`src/rtl/risc_pkg.sv`:
```
// Shared ISA definitions for the 8-bit RISC core: opcodes and instruction-cycle phases.
package risc_pkg;

    localparam logic [2:0] HLT = 3'd0;
    localparam logic [2:0] SKZ = 3'd1;
    localparam logic [2:0] ADD = 3'd2;
    localparam logic [2:0] AND = 3'd3;
    localparam logic [2:0] XOR = 3'd4;
    localparam logic [2:0] LDA = 3'd5;
    localparam logic [2:0] STO = 3'd6;
    localparam logic [2:0] JMP = 3'd7;

    typedef enum logic [2:0] {
        INST_ADDR  = 3'd0,
        INST_FETCH = 3'd1,
        INST_LOAD  = 3'd2,
        IDLE       = 3'd3,
        OP_ADDR    = 3'd4,
        OP_FETCH   = 3'd5,
        ALU_OP     = 3'd6,
        STORE      = 3'd7
    } phase_e;

    // Opcodes that read an operand from memory and write the accumulator.
    function automatic logic is_aluop(input logic [2:0] op);
        return (op == ADD) || (op == AND) || (op == XOR) || (op == LDA);
    endfunction

endpackage

```
`src/rtl/phase_counter.sv`:
```
// Free-running 3-bit instruction-phase counter; wraps 7 -> 0, holds when enable is low.
module phase_counter (
    input  logic       clk_i,
    input  logic       rst_i,
    input  logic       en_i,
    output logic [2:0] phase_o
);

    logic [2:0] cnt_q, cnt_d;

    always_comb cnt_d = en_i ? cnt_q + 3'd1 : cnt_q;

    always_ff @(posedge clk_i) begin
        if (rst_i) cnt_q <= 3'd0;
        else       cnt_q <= cnt_d;
    end

    assign phase_o = cnt_q;

endmodule

```
`src/rtl/risc_controller.sv`:
```
// Instruction sequencer: steps the 8-phase cycle and decodes (phase, opcode, zero) into
// datapath strobes; a HLT in OP_ADDR freezes the sequencer until reset.
module risc_controller
    import risc_pkg::*;
(
    input  logic       clk,
    input  logic       rst,
    input  logic [2:0] opcode,
    input  logic       zero,
    output logic       sel,
    output logic       rd,
    output logic       ld_ir,
    output logic       halt,
    output logic       inc_pc,
    output logic       ld_ac,
    output logic       ld_pc,
    output logic       wr,
    output logic       data_e,
    output logic [2:0] phase
);

    logic       halted_q, halted_d;
    logic [2:0] phase_q;
    logic       aluop;

    // State register: halt flag; the phase itself lives in the counter.
    always_ff @(posedge clk) begin
        if (rst) halted_q <= 1'b0;
        else     halted_q <= halted_d;
    end

    // Next state: the counter is gated with the next halt value so the edge that
    // latches halted also leaves the phase parked in OP_ADDR.
    always_comb begin
        halted_d = halted_q;
        if (phase_e'(phase_q) == OP_ADDR && opcode == HLT) halted_d = 1'b1;
    end

    phase_counter u_phase (
        .clk_i   (clk),
        .rst_i   (rst),
        .en_i    (~halted_d),
        .phase_o (phase_q)
    );

    assign phase = phase_q;
    assign aluop = is_aluop(opcode);

    // Output decode.
    always_comb begin
        sel    = 1'b0;
        rd     = 1'b0;
        ld_ir  = 1'b0;
        halt   = 1'b0;
        inc_pc = 1'b0;
        ld_ac  = 1'b0;
        ld_pc  = 1'b0;
        wr     = 1'b0;
        data_e = 1'b0;
        if (halted_q) begin
            halt = 1'b1;
        end else begin
            case (phase_e'(phase_q))
                INST_ADDR: begin
                    sel = 1'b1;
                end
                INST_FETCH: begin
                    sel = 1'b1;
                    rd  = 1'b1;
                end
                INST_LOAD, IDLE: begin
                    sel   = 1'b1;
                    rd    = 1'b1;
                    ld_ir = 1'b1;
                end
                OP_ADDR: begin
                    inc_pc = 1'b1;
                    halt   = (opcode == HLT);
                end
                OP_FETCH: begin
                    rd = aluop;
                end
                ALU_OP: begin
                    rd     = aluop;
                    inc_pc = (opcode == SKZ) && zero;
                    ld_pc  = (opcode == JMP);
                    data_e = (opcode == STO);
                end
                STORE: begin
                    rd     = aluop;
                    ld_ac  = aluop;
                    inc_pc = (opcode == JMP);
                    ld_pc  = (opcode == JMP);
                    wr     = (opcode == STO);
                    data_e = (opcode == STO);
                end
                default: ;
            endcase
        end
    end

endmodule

```
`config.mk`:
```
export PLATFORM = sky130hd
export DESIGN_NAME = risc_controller
export DESIGN_NICKNAME = d
export VERILOG_FILES = /design/src/rtl/risc_pkg.sv /design/src/rtl/phase_counter.sv /design/src/rtl/risc_controller.sv
export SDC_FILE = /design/constraint.sdc
export NUM_CORES = 1
export LEC_CHECK = 0
export BUFFER_PORTS_ARGS = -buffer_cell sky130_fd_sc_hd__buf_2
export CELL_PAD_IN_SITES_DETAIL_PLACEMENT = 1
export CELL_PAD_IN_SITES_GLOBAL_PLACEMENT = 1
export CORE_MARGIN = 10
export CORE_UTILIZATION = 29
export CTS_BUF_LIST = sky130_fd_sc_hd__clkbuf_8
export DETAILED_ROUTE_END_ITERATION = 6
export PLACE_DENSITY_LB_ADDON = 0.1
export SYNTH_ARGS = -nofsm -noshare
export SYNTH_HDL_FRONTEND = slang
export SYNTH_SLANG_ARGS = --single-unit
```
`constraint.sdc`:
```
create_clock -name clk -period 1.3 [get_ports clk]
set_input_delay 0.13 -clock clk [delete_from_list [all_inputs] [get_ports clk]]
set_output_delay 0.13 -clock clk [all_outputs]
set_load 0.02 [all_outputs]
```
==> summary.txt <==
Vias in the first global route - 573
Most frequent cells in the layout - 12 x buf_4, 11 x buf_6, 8 x buf_2
Antenna-violating nets left - 0
Worst Hold Class - in -> reg
Drc violations - 0
Fin crit share - 129%
Worst path bufs/invs - 2
Critical Path Sink Type - output port
#FFs+latches synth - 4
Row cnt - 13
CTS Buffer Depth - 2
Gr usage total - 11.7%
Seq/Total Area, Yosys - 19.3%
Synth Cell Area - 415 um^2
Commonest non-fill, non-tap cell in the layout - buf_4
Die height - 57.8 um
Clk slew on worst S/H paths - 40 ps
Yosys cell types - 27
GR peak layer - met2
Crit path depth - 6
CTS Hold Bufs - 0
Largest net degree at the start of global routing - 11
Fin crit period - 1670 ps
Die Area - 3350 um^2
Pwr Density - 2010 nW/um^2
Fmax - 0.597 GHz
Net count, final - 99
WS Path Type - reg -> out
CORE AREA - 1330 um^2
Total congestion overflow - 0
Met3 usage - 3.05%
CP startpoint kind - register
Final hold violations - 0
# setup viols final - 11
TNS Setup - -1790 ps
Clock Skews - 5.85 ps
CP Max Fanout - 4
Violated checks - setup timing
Post-Syn Nets - 65
Number of iterations in the first detailed-routing pass - 4
Top cell family by delay on the critical path - simple AND/OR/NAND/NOR gates
Worst vdd ir - 0.00123 V
Max-cap violations - 0
Drt wl/cell - 22.0 um
Predominant post-synthesis flop cell - dfxtp_1
First-pass GRT wire length - 3.03 mm
Synth warn - 0
H-tree levels - 1
Synthesized instance count - 53
Vias post-DR - 542
Clock Latency Late Sink - 230 ps
Slew Limit Fails - 0
CTS buffer count - 3
Worst-Margin Slew - 436 ps
Reg2reg path depth - 4
Area growth, synth to finish - 125%
Syn Area/Cell - 7.84 um^2
Fin util - 70.2%
Count of flip-flops with a built-in enable after synthesis - 0
Vias per cell - 5.37
HPWL after DPL - 1.19 mm
Final worst setup slack - -374 ps
CP max stage cell - or3_4
Number of buffers added on ports - 17
Fill cell count - 132
Ports - 18
Worst R2R Start - u_phase.phase_o[0]$_SDFFE_PP0N_
RSZ-0062 raised after global routing - yes
Total Wirelength - 2.23 mm
DR iter-0 viols - 9
Reg2Reg Setup Slack - -100 ps
RR Endpoint - u_phase.phase_o[0]$_SDFFE_PP0N_
GPL Wtd Cong - 0.741
Ys async rst share - 0%
WP data required - 1170 ps
Area after DPL - 617 um^2
Met1 Use GR - 12.2%
Post-route cell area - 936 um^2
Relative slew margins - 70.7%
Layout cells sized above 1 - 76.7%
N_diodes - 0
Met2 GRT Util - 21.0%
Initial antenna violation count - 0
Root Driver - clkbuf_8
Crit path DAT - 1540 ps
CP Capture Point - sel
Die W - 57.8 um
Outcome - complete, but fails checks
Critical path startpoint - u_phase.phase_o[0]$_SDFFE_PP0N_
Static leakage - 0.384 nW
Cells along the critical path - inv_4 -> ha_4 -> or3_4 -> a21oi_4 -> nor2_4 -> buf_6
CTS tree - built
Initial Util - 31.1%
Slowest stage delay, CP - 390 ps
Clock sinks - 4
==> layer usage <==
layer,up-vias,share of wire [%],wire [um]
met3,5,3.8,85
met4,0,1.8,39
met5,-,0,0
met2,13,53,1170
li1,259,-,-
met1,265,42,929
==> report_power, final <==
part	total, mW	leakage, nW	internal (mW)	switching (mW)
registers	0.277	0.0355	0.179	0.0975
clock network	0.296	0.0269	0.204	0.0919
logic	1.31	0.321	0.675	0.638
==> cells in the mapped netlist (2+ instances only) <==
library cell  n  share of area (%)
ha_1          6                 18
inv_1         5                4.5
o211ai_1      2                3.6
mux2i_1       2                4.8
nor2_1        6                5.4
buf_2         2                2.4
nand3_1       2                2.4
nor4b_1       2                4.2
nor3_1        2                2.4
dfxtp_1       4                 19
nand2_1       3                2.7
nor3b_1       2                3.6
==> logic make-up after synthesis <==
family	share of synthesized area, %
AO/OA/AOI/OAI	14.2
multiplexers	4.82
AND/OR/NAND/NOR	34.6
buffers and inverters	6.93
adder cells (fa/ha/maj)	18.1
XOR/XNOR	2.11
flip-flops	19.3
==> worst reg2reg max path, stage by stage, from the launching register on <==
cell and delay (ps):
dfxtp_4 360, buf_4 150, buf_4 140, or4_1 520, o211ai_1 120
==> state kept, by name, indices dropped and copies added, names as in the netlist <==
register         cells
halted_q             1
u_phase.phase_o      3
==> final cells by class <==
type | count | area (um^2) | share of cell area (%)
clock inverters | 1 | 3.75 | 0.401
clock buffers | 3 | 41.3 | 4.41
flip-flops and latches | 4 | 95.1 | 10.2
well taps | 15 | 18.8 | 2.01
repair buffers | 31 | 254 | 27.1
inverters | 5 | 26.3 | 2.81
multi-input cells | 42 | 497 | 53.1
==> metrics by stage <==
step | hold WS (ps) | cells | power, mW | worst slack, ps
floorplan | 311 | 53 | 0.712 | -50.4
global placement | 420 | 91 | 1.02 | -144
detailed placement | 425 | 91 | 1.05 | -171
CTS | 175 | 99 | 1.64 | -366
global route | 221 | 101 | 1.99 | -416
finish | 191 | 101 | 1.88 | -374
==> what timing repair did <==
action	in CTS	in global routing
pin swaps	12	9
resized for setup	31	21
setup endpoints to repair	10	11
setup buffers	5	3
==> how the worst min path moves through the flow <==
stage	start	to	slack, ps	cells past startpoint
after floorplan	opcode[0]	wr	310	1
after global placement	rst	halted_q$_SDFF_PP0_	420	2
after detailed placement	rst	halted_q$_SDFF_PP0_	420	2
after CTS	rst	u_phase.phase_o[2]$_SDFFE_PP0N_	180	2
after global routing	rst	u_phase.phase_o[2]$_SDFFE_PP0N_	220	2
final	rst	u_phase.phase_o[2]$_SDFFE_PP0N_	190	2
(Power assumes the default switching activity.)
